[src/rtl/exe_feedback_ctrl.sv]
// EXE -> IF/ID feedback controller.
// Holds the NZCV status register, turns taken branches into a registered PC
// redirect with a programmable flush window, detects load-use hazards, and
// keeps saturating branch/stall counters for performance debug.
module exe_feedback_ctrl #(
    parameter int FLUSH_CYCLES = 1,
    parameter int CNT_W        = 16
) (
    input  logic             clk,
    input  logic             rst,
    input  logic             exe_b,
    input  logic             exe_s,
    input  logic [31:0]      exe_pc,
    input  logic [23:0]      exe_imm24,
    input  logic [3:0]       exe_nzcv,
    input  logic             exe_mem_r_en,
    input  logic             exe_wb_en,
    input  logic [3:0]       exe_dest,
    input  logic             id_valid,
    input  logic [3:0]       id_src1,
    input  logic [3:0]       id_src2,
    input  logic             id_two_src,
    output logic [3:0]       sr,
    output logic             branch_taken,
    output logic [31:0]      branch_addr,
    output logic             flush_if_id,
    output logic             flush_id_exe,
    output logic             hazard_stall,
    output logic [CNT_W-1:0] branch_cnt,
    output logic [CNT_W-1:0] stall_cnt
);

    typedef enum logic {
        RUN   = 1'b0,
        FLUSH = 1'b1
    } state_t;

    // Window length minus one: fcnt==0 marks the last flush cycle.
    localparam logic [1:0] FCNT_INIT = 2'(FLUSH_CYCLES - 1);

    state_t             state;
    state_t             state_nxt;
    logic [1:0]         fcnt;
    logic [1:0]         fcnt_nxt;
    logic               redirect;
    logic               sr_load;
    logic               src_hit;
    logic signed [31:0] br_off;
    logic [31:0]        br_tgt;

    // Counters stick at all-ones instead of wrapping.
    function automatic logic [CNT_W-1:0] sat_inc(input logic [CNT_W-1:0] v);
        return (&v) ? v : v + CNT_W'(1);
    endfunction

    // Word offset sign-extended and scaled to bytes; the add wraps modulo 2^32.
    assign br_off = {{6{exe_imm24[23]}}, exe_imm24, 2'b00};
    assign br_tgt = exe_pc + $unsigned(br_off);

    // A load whose destination feeds either source read in ID must stall one cycle.
    assign src_hit      = (id_src1 == exe_dest) || (id_two_src && (id_src2 == exe_dest));
    assign hazard_stall = (state == RUN) && !rst && !exe_b && id_valid &&
                          exe_mem_r_en && exe_wb_en && src_hit;

    // Next-state logic: EXE-stage inputs only matter in RUN; FLUSH counts down blindly.
    always_comb begin
        state_nxt = state;
        fcnt_nxt  = fcnt;
        redirect  = 1'b0;
        sr_load   = 1'b0;
        case (state)
            RUN: begin
                if (exe_b) begin
                    state_nxt = FLUSH;
                    fcnt_nxt  = FCNT_INIT;
                    redirect  = 1'b1;
                end else if (exe_s) begin
                    sr_load = 1'b1;
                end
            end
            FLUSH: begin
                if (fcnt == 2'd0) begin
                    state_nxt = RUN;
                end else begin
                    fcnt_nxt = fcnt - 2'd1;
                end
            end
            default: begin
                state_nxt = RUN;
                fcnt_nxt  = 2'd0;
            end
        endcase
    end

    // State register; reset abandons any flush window in progress.
    always_ff @(posedge clk) begin
        if (rst) begin
            state <= RUN;
            fcnt  <= 2'd0;
        end else begin
            state <= state_nxt;
            fcnt  <= fcnt_nxt;
        end
    end

    // Registered feedback outputs: status, redirect strobe/target and flushes.
    always_ff @(posedge clk) begin
        if (rst) begin
            sr           <= 4'd0;
            branch_taken <= 1'b0;
            branch_addr  <= 32'd0;
            flush_if_id  <= 1'b0;
            flush_id_exe <= 1'b0;
        end else begin
            branch_taken <= redirect;
            flush_if_id  <= (state_nxt == FLUSH);
            flush_id_exe <= (state_nxt == FLUSH);
            if (redirect) begin
                branch_addr <= br_tgt;
            end
            if (sr_load) begin
                sr <= exe_nzcv;
            end
        end
    end

    // Saturating performance counters.
    always_ff @(posedge clk) begin
        if (rst) begin
            branch_cnt <= '0;
            stall_cnt  <= '0;
        end else begin
            if (redirect) begin
                branch_cnt <= sat_inc(branch_cnt);
            end
            if (hazard_stall) begin
                stall_cnt <= sat_inc(stall_cnt);
            end
        end
    end

endmodule

[config.mk]
export PLATFORM = sky130hd
export DESIGN_NAME = exe_feedback_ctrl
export DESIGN_NICKNAME = d
export VERILOG_FILES = /design/src/rtl/exe_feedback_ctrl.sv
export SDC_FILE = /design/constraint.sdc
export NUM_CORES = 1
export LEC_CHECK = 0
export BUFFER_PORTS_ARGS = -buffer_cell sky130_fd_sc_hd__buf_2
export CORE_ASPECT_RATIO = 1.1
export CORE_UTILIZATION = 30
export CTS_CLUSTER_SIZE = 12
export DETAILED_ROUTE_END_ITERATION = 12
export GPL_TIMING_DRIVEN = 0
export PLACE_DENSITY = 0.58
export SETUP_SLACK_MARGIN = 0.15
export SLEW_MARGIN = 20
export SYNTH_ARGS = -nofsm -noshare
export SYNTH_HDL_FRONTEND = slang
export SYNTH_SLANG_ARGS = --single-unit
[constraint.sdc]
create_clock -name clk -period 7.4 [get_ports clk]
set_clock_uncertainty 0.1 [all_clocks]
set_input_delay 2.22 -clock clk [delete_from_list [all_inputs] [get_ports clk]]
set_output_delay 2.22 -clock clk [all_outputs]
set_load 0.02 [all_outputs]
* Word level (Yosys, flattened, before mapping) *
Cells that the tools add are included.
Widths: inputs -> output; s select.

operators by class
  reductions and logical operators = 16
  mux-type cells = 10
  bitwise logic cells = 3
  equality and inequality tests = 4
  $add $sub $neg = 4

operators with widths
  cell                   count
  $add 16x1->16 const B  2
  $add 32x32->32         1
  $reduce_and 16->1      2
  $eq 4x4->1             2
  $logic_and 1x1->1      7
  $mux 1                 6
  $reduce_and 2->1       3
  $mux 2                 2
  $ne 2x2->1 const B     2
  $pmux 2 s2             1
  $not 1->1              3
  $logic_not 1->1        2
  $logic_not 2->1        1
  $pmux 1 s2             1
  $sub 2x1->2 const B    1
  $logic_or 1x1->1       1

word-level totals
  input bits = 80
  output and inout bits = 72
  register bits = 72

* Depth between registers and ports, before layout *
Gate-level depths: netlist of the first run.

  depth in word-level cells = 8
  depth in mapped cells = 10
  gate-level depth less buffers = 10

* Least setup slack after synthesis of the first run *
Ideal clock, no wire load.

  path kind = input port to output port
  from = input port exe_dest[1]
  to = output port hazard_stall
  stages = 3
  arrival = 3.042 ns
  path slack = 2.038 ns
  cell sequence = xor2_1 o41ai_4 and2_1

between the ends
  cells in the longest elaborated chain, start to end = 4
  elaborated cells between the ends (all ways) = 5
  classes of those cells = 2 x eq/ne; 3 x reduce/logical

ends and longest elaborated chain
  what                   RTL line  source
  start, declared        18        input logic [3:0] exe_dest,
  $eq 4x4->1             61        assign src_hit = (id_src1 == exe_dest) || (id_two_src && (id_src2 == exe_dest));
  $logic_and 1x1->1      61
  $logic_or 1x1->1 (*)   61
  $logic_and 1x1->1 (*)  63        exe_mem_r_en && exe_wb_en && src_hit;
  end, declared          28        output logic hazard_stall,

Mark *: on every way between the ends. The rest lies on a longest branch, timed or not.

* Worst setup path in the final report of the first run *
Ends and elaborated chain as after synthesis.

==> summary.md, run 1 <==
| Metric | Value |
|---|---|
| Outcome | finished, final reports clean |
| CP required | 5.08 ns |
| Via count | 4,657 |
| Max Fclk | 180 MHz |
| Arrival time worst endpoint | 3.24 ns |
| Slew @ Worst Pin | 0.708 ns |
| Synth area leaders | dfxtp_1 31%, ha_1 8.5%, a21oi_1 5.4% |
| Fin Hold WS | 0.347 ns |
| Post-route DRC | 0 |
| RePlAce Congestion | 0.826 |
| Clock slew at reported path FFs | 0.06 ns |
| CTS tree | done |
| Cts repair resizes | 0 |
| Max VDD drop | 0.0737 mV |
| Setup WS pre-CTS | 1.83 ns |
| ANT cells | 0 |
| Hold Buf Count CTS | 0 |
| Syn-to-layout area delta | 27.4% |
| Max-slew headroom | 52.7% |
| Worst setup margin | 1.84 ns |
| Syn avg cell area | 8.14 um2 |
| CP Max Fanout | 3 |
| Pre-antenna DRT Iters | 4 |
| Commonest cells post-synth | 72 x dfxtp_1, 66 x nand2_1, 61 x nor2_1, 51 x a21oi_1, 32 x ha_1 |
| Crit Path Class | in2out |
| Netlist Area Pre-Place | 4710 um2 |
| Minimum clock period | 5.56 ns |
| Final setup fails | 0 |
| Vias in the first global route | 4,338 |
| Reg area | 1440 um2 |
| Asr flop ratio synth | 0% |
| Psw | 0.339 mW |
| Detailed-placement wirelength estimate | 10,800 um |
| Largest net degree at the start of global routing | 12 |
| H-tree depth | 3 |
| CTS Root Buffer Type | clkbuf_16 |
| First-pass GRT wire length | 21,500 um |
| Die Y | 133 um |
| Fin. Hold Viols | 0 |
| Max-slew violation count | 0 |
| Clk sink count | 72 |
| Port Buf Inserts | 151 |
| CP Launch Type | input pin |
| Total negative slack | 0 ns |
| Gr ovfl total | 0 |
| Final period utilization | 75.2% |
| Synth Instances | 579 |
| Die ar. | 16,200 um2 |
| Clock Latency Late Sink | 0.33 ns |
| DRT antenna net count | 0 |
| Number of antenna violations at the first check in global routing | 0 |
| Share of post-route cells with drive strength above 1 | 25.9% |
| Post-synth EDFFs | 0 |
| CP endpoint kind | output port |
| WL per Instance | 14.3 um |
| Total CTS buffers | 9 |
| Die W | 122 um |
| Initial Util | 31.0% |
| Netlist cell types | 73 |
| PD cells | 188 nW/um2 |
| # Max-Cap Violations | 0 |
| Net Sw Frac | 30.1% |
| Finished Core Util | 39.4% |
| Logic pwr share | 24.9% |
| Clock Path Buffers | 2 |
| Most frequent cell after synthesis | dfxtp_1 |
| Unrepaired setup endpoints after global routing | false |
| Synth Flop Type | dfxtp_1 |
| Setup Fix Bufs, Post-CTS | 0 |
| Final nets | 854 |
| GRT Total Usage | 16.9% |
| Total Wirelength | 13,500 um |
| Hold Path Class | reg2reg |
| Sequential Power Share | 37.3% |
| Synth warn | 0 |
| Drt initial violations | 204 |
| Sequential area share after synthesis | 30.6% |
| Int Power | 0.790 mW |
| Row count | 47 |
| Synthesized net count | 692 |
| Fillers | 1,604 |
| Static Leak | 2.77 nW |
| Share of the synthesized area in the top cell type | 30.6% |
| Area of the multi-input gates | 3100 um2 |
| I/O pins | 152 |
| FF+latch count, synth | 72 |
| Vias per cell | 4.95 |
| Cell taking the most area after synthesis | dfxtp_1 |
| Clock share of power | 37.8% |
| Core Region | 15,200 um2 |
[worst paths after layout]
path                        start              end  slack (ns)  cells after the start
hold reg to reg   branch_addr[11]  branch_addr[11]        0.35                      2
setup reg to reg     stall_cnt[4]    stall_cnt[15]        5.12                      8
hold / removal    branch_addr[11]  branch_addr[11]        0.35                      2
setup / recovery      exe_dest[1]     hazard_stall        1.84                      5
[layout make-up]
cell class	instances	area share, %
inverters	18	1.13
repair buffers	151	12.6
multi-input cells	470	51.7
flip-flops and latches	72	24.0
clock buffers	12	4.11
plain buffers	19	1.71
clock inverters	3	0.708
well taps	196	4.08
[per-stage QoR]
step                power, mW  cells  instance area, um2
finish                   1.13    941                6000
global route             1.19    941                6000
CTS                      1.14    941                6000
detailed placement      0.710    926                5720
global placement        0.711    926                5720
floorplan               0.618    579                4710
[flip-flops by register name, indices dropped and copies added, names as in the netlist]
signal / count
branch_taken: 1
branch_cnt: 16
fcnt: 2
sr: 4
flush_id_exe: 1
branch_addr: 32
stall_cnt: 16
[cells by family after synthesis]
family	share of synthesized area, %
AOI/OAI and AO/OA	21.3
DFF	30.6
muxes	1.27
and+or+nand+nor	25.1
adders and majority gates	8.92
buffers and inverters	3.61
xor gates and xnor gates	9.29
[power by group through the flow]
| stage | clock, mW | sequential, mW | combinational, mW |
|---|---|---|---|
| 3_5_place_dp | 0 | 0.429 | 0.281 |
| 4_1_cts | 0.438 | 0.421 | 0.283 |
| 6_report | 0.427 | 0.421 | 0.281 |
| 5_1_grt | 0.453 | 0.423 | 0.313 |
| 2_1_floorplan | 0 | 0.452 | 0.166 |
| 3_3_place_gp | 0 | 0.429 | 0.282 |
[worst max-delay path, stage by stage]
cell and delay (ns):
buf_2 0.11, xor2_1 0.18, o41ai_4 0.40, and2_1 0.17, buf_2 0.16
[metal layers]
metal / vias to the layer above / track usage (%) / part of all wire (%)
li1: 2399 / - / -
met1: 2120 / 21.1 / 47
met2: 119 / 29.0 / 47
met3: 19 / 2.27 / 3.7
met4: 0 / 6.72 / 2.5
met5: - / 0 / 0
[cells in the final DEF, fill, tap and decap left out, types with 4 or more instances in the layout]
master and count:
a21o_1 11, a21oi_1 51, a22o_1 7, and2_1 5
and3_1 11, and4_1 4, buf_2 152, clkbuf_1 15
clkbuf_16 9, dfxtp_1 72, ha_1 32, inv_1 18
mux2i_1 6, nand2_1 66, nand2b_1 5, nand3_1 26
nand4_1 13, nor2_1 61, nor2b_1 6, nor3_1 10
o211ai_1 4, o21a_1 5, o21ai_0 13, o21ai_1 16
or3_1 8, xnor2_1 26, xor2_1 24
Power figures use the tool's default switching activity.
==> run 2, diff against run 1 <==
Settings changed: ABC_AREA from default to 1, PLACE_DENSITY 0.58 to 0.57.
Clock period 7.4 ns to 5.4 ns, I/O delays scaled along.
==> run 2 against run 1 <==
Worst hold slack gained 0.0063 ns. Clock-buffer cell count shrank 3. Sequential share of layout area shrank 3.1 points. Area after synthesis grew 18%. Non-clock buffer count grew 1. Via count grew 29%. Combinational power grew 47%. Die area grew 18%. Clock power grew 27%. Design area grew 15%. Synthesized cell count grew 60%. Critical endpoint unchanged.
==> summary.md, run 2 <==
| Metric | Value |
|---|---|
| Share of the synthesized area in the top cell type | 25.9% |
| Arrival time worst endpoint | 2.92 ns |
| Die Y | 145 um |
| Share of post-route cells with drive strength above 1 | 18.4% |
| Commonest cells post-synth | 266 x nand2_1, 150 x inv_1, 131 x nor2_1, 72 x dfxtp_1, 59 x nand3_1 |
| Final setup fails | 0 |
| R2r setup slk | 3.35 ns |
| Synth warn | 0 |
| Syn avg cell area | 6.02 um2 |
| Sequential Power Share | 37.7% |
| Mux share of post-synthesis cell area | 0% |
| Detailed-placement wirelength estimate | 13,600 um |
| Cell taking the most area after synthesis | dfxtp_1 |
| Vias in the first global route | 5,494 |
| Static Leak | 3.71 nW |
| Pre-antenna DRT Iters | 6 |
| Vias per cell | 4.52 |
| RePlAce Congestion | 0.883 |
| Synth Area in Simple Gates | 38.8% |
| Max Fclk | 216 MHz |
| Synth area leaders | dfxtp_1 26%, nand2_1 18%, inv_1 10% |
| Xor-xnor portion of the synthesized cell area | 5.35% |
| Clk sink count | 72 |
| R2R cell count | 7 |
| FF+latch count, synth | 72 |
| Netlist Area Pre-Place | 5570 um2 |
| CP cell instances | buf_2 -> inv_2 -> nand4_1 -> nor3_2 -> a21boi_2 -> buf_2 |
| Largest net degree at the start of global routing | 14 |
| CP endpoint kind | output port |
| Crit path buf inv count | 3 |
| Setup Fix Bufs, Post-CTS | 0 |
| Biggest regs | branch_addr x32, branch_cnt x16, stall_cnt x16 |
| CP Max Fanout | 8 |
| Outcome | finished, final reports clean |
| First-pass GRT wire length | 26,700 um |
| Clock share of power | 35.4% |
| CP Launch Type | input pin |
| Max VDD drop | 0.118 mV |
| Minimum clock period | 4.64 ns |
| Die W | 132 um |
| Largest register FFs | 32 |
| Clock Latency Late Sink | 0.33 ns |
| Via count | 6,010 |
| Fillers | 2,044 |
| H-tree depth | 3 |
| Logic pwr share | 26.9% |
| Psw | 0.514 mW |
| Fin. Hold Viols | 0 |
| ANT cells | 0 |
| Synth Area in Compound Gates | 10.3% |
| Register name with the most flops | branch_addr |
| Finished Core Util | 38.4% |
| Most frequent cells in the layout | 266 x nand2_1, 154 x buf_2, 150 x inv_1 |
| GRT Total Usage | 17.6% |
| CTS Root Buffer Type | clkbuf_16 |
| Int Power | 1.02 mW |
| Gr ovfl total | 0 |
| Port Buf Inserts | 151 |
| Final nets | 1,200 |
| DRT antenna net count | 0 |
| Clock slew at reported path FFs | 0.06 ns |
| Number of antenna violations at the first check in global routing | 0 |
| CTS tree | done |
| Max-slew headroom | 56.3% |
| PD cells | 222 nW/um2 |
| WL per Instance | 12.4 um |
| Total negative slack | 0 ns |
| Hold depth | 1 |
| Netlist cell types | 37 |
| Max-slew violation count | 0 |
| Post-synth EDFFs | 0 |
| CP dominant cell by count | buf_2 |
| Commonest non-fill, non-tap cell in the layout | nand2_1 |
| Synth Area in Adders | 7.55% |
| Top cell family by delay on the critical path | buffers and inverters |
| Drt initial violations | 260 |
| Total Wirelength | 16,500 um |
| Hold Buf Count CTS | 0 |
| Die ar. | 19,100 um2 |
| # Max-Cap Violations | 0 |
| Setup crit start | rst |
| Asr flop ratio synth | 0% |
| Total CTS buffers | 9 |
| Post-route DRC | 0 |
| Slew @ Worst Pin | 0.655 ns |
| CP required | 3.68 ns |
| Unrepaired setup endpoints after global routing | false |
| Initial Util | 31.1% |
| Row count | 51 |
| Net Sw Frac | 33.6% |
| Crit Path Class | in2out |
| Final period utilization | 85.9% |
| Critical Path Max Stage Delay | 0.33 ns |
| Core Region | 17,900 um2 |
| I/O pins | 152 |
| Synthesized net count | 1,038 |
| Largest family of logic cells by synthesized area | simple AND/OR/NAND/NOR gates |
| Slowest cell on the critical path | a21boi_2 |
| Origin of the critical flop-to-flop path | stall_cnt[0] |
| Synth Flop Type | dfxtp_1 |
| Crit path depth | 6 |
| Synth Instances | 925 |
| Clock Path Buffers | 2 |
| Sequential area share after synthesis | 25.9% |
| Most frequent cell after synthesis | nand2_1 |
| Worst r2r dst | stall_cnt[12] |
| Cts repair resizes | 0 |
| Syn-to-layout area delta | 23.8% |
| Hold Path Class | reg2reg |
| Crit path to | hazard_stall |
run 2: per-stage QoR:
| stage | cells | instance area, um2 | power (mW) | setup WS (ns) | hold slack, ns |
|---|---|---|---|---|---|
| 3_5_place_dp | 1314 | 6620 | 1.00 | 0.691 | 0.351 |
| 2_1_floorplan | 925 | 5570 | 0.864 | 1.29 | 0.322 |
| 5_1_grt | 1330 | 6890 | 1.63 | 0.604 | 0.382 |
| 3_3_place_gp | 1314 | 6620 | 1.00 | 0.722 | 0.345 |
| 4_1_cts | 1330 | 6890 | 1.56 | 0.684 | 0.358 |
| 6_report | 1330 | 6890 | 1.53 | 0.762 | 0.353 |
run 2: layout make-up:
cell class / count / area, um2 / area share [%]
Clock buffer: 9 / 225 / 3.27
Tap cell: 238 / 298 / 4.32
Buffer: 20 / 93.8 / 1.36
Timing Repair Buffer: 151 / 756 / 11.0
Inverter: 155 / 582 / 8.44
Multi-Input combinational cell: 678 / 3450 / 50.1
Clock inverter: 7 / 46.3 / 0.672
Sequential cell: 72 / 1440 / 20.9
run 2: kinds of logic (layout without fill, tap and decap cells):
logic type,count (synthesis),in the layout
buffers and inverters,175,342
XOR/XNOR,34,34
AO/OA/AOI/OAI,103,103
AND/OR/NAND/NOR,508,508
adder cells (fa/ha/maj),33,33
flip-flops,72,72
run 2: power by group through the flow:
stage | clock network, mW | logic, mW | registers [mW]
finish | 0.542 | 0.412 | 0.577
global route | 0.586 | 0.469 | 0.580
CTS | 0.562 | 0.416 | 0.577
detailed placement | 0 | 0.414 | 0.589
global placement | 0 | 0.412 | 0.589
floorplan | 0 | 0.244 | 0.620
run 2: layer usage:
layer  global-route usage [%]  vias to the layer above  share of wire, %
li1                         -                     3224                 -
met1                     20.9                     2624                44
met2                     32.8                      140                50
met3                     2.33                       22               3.6
met4                     5.75                        0               2.1
met5                        0                        -                 0
run 2: worst min path at each step:
stage                 start  endpoint
CTS                 fcnt[0]   fcnt[0]
finish              fcnt[0]   fcnt[0]
global placement    fcnt[0]   fcnt[0]
global route        fcnt[0]   fcnt[0]
floorplan           fcnt[0]   fcnt[0]
detailed placement  fcnt[0]   fcnt[0]
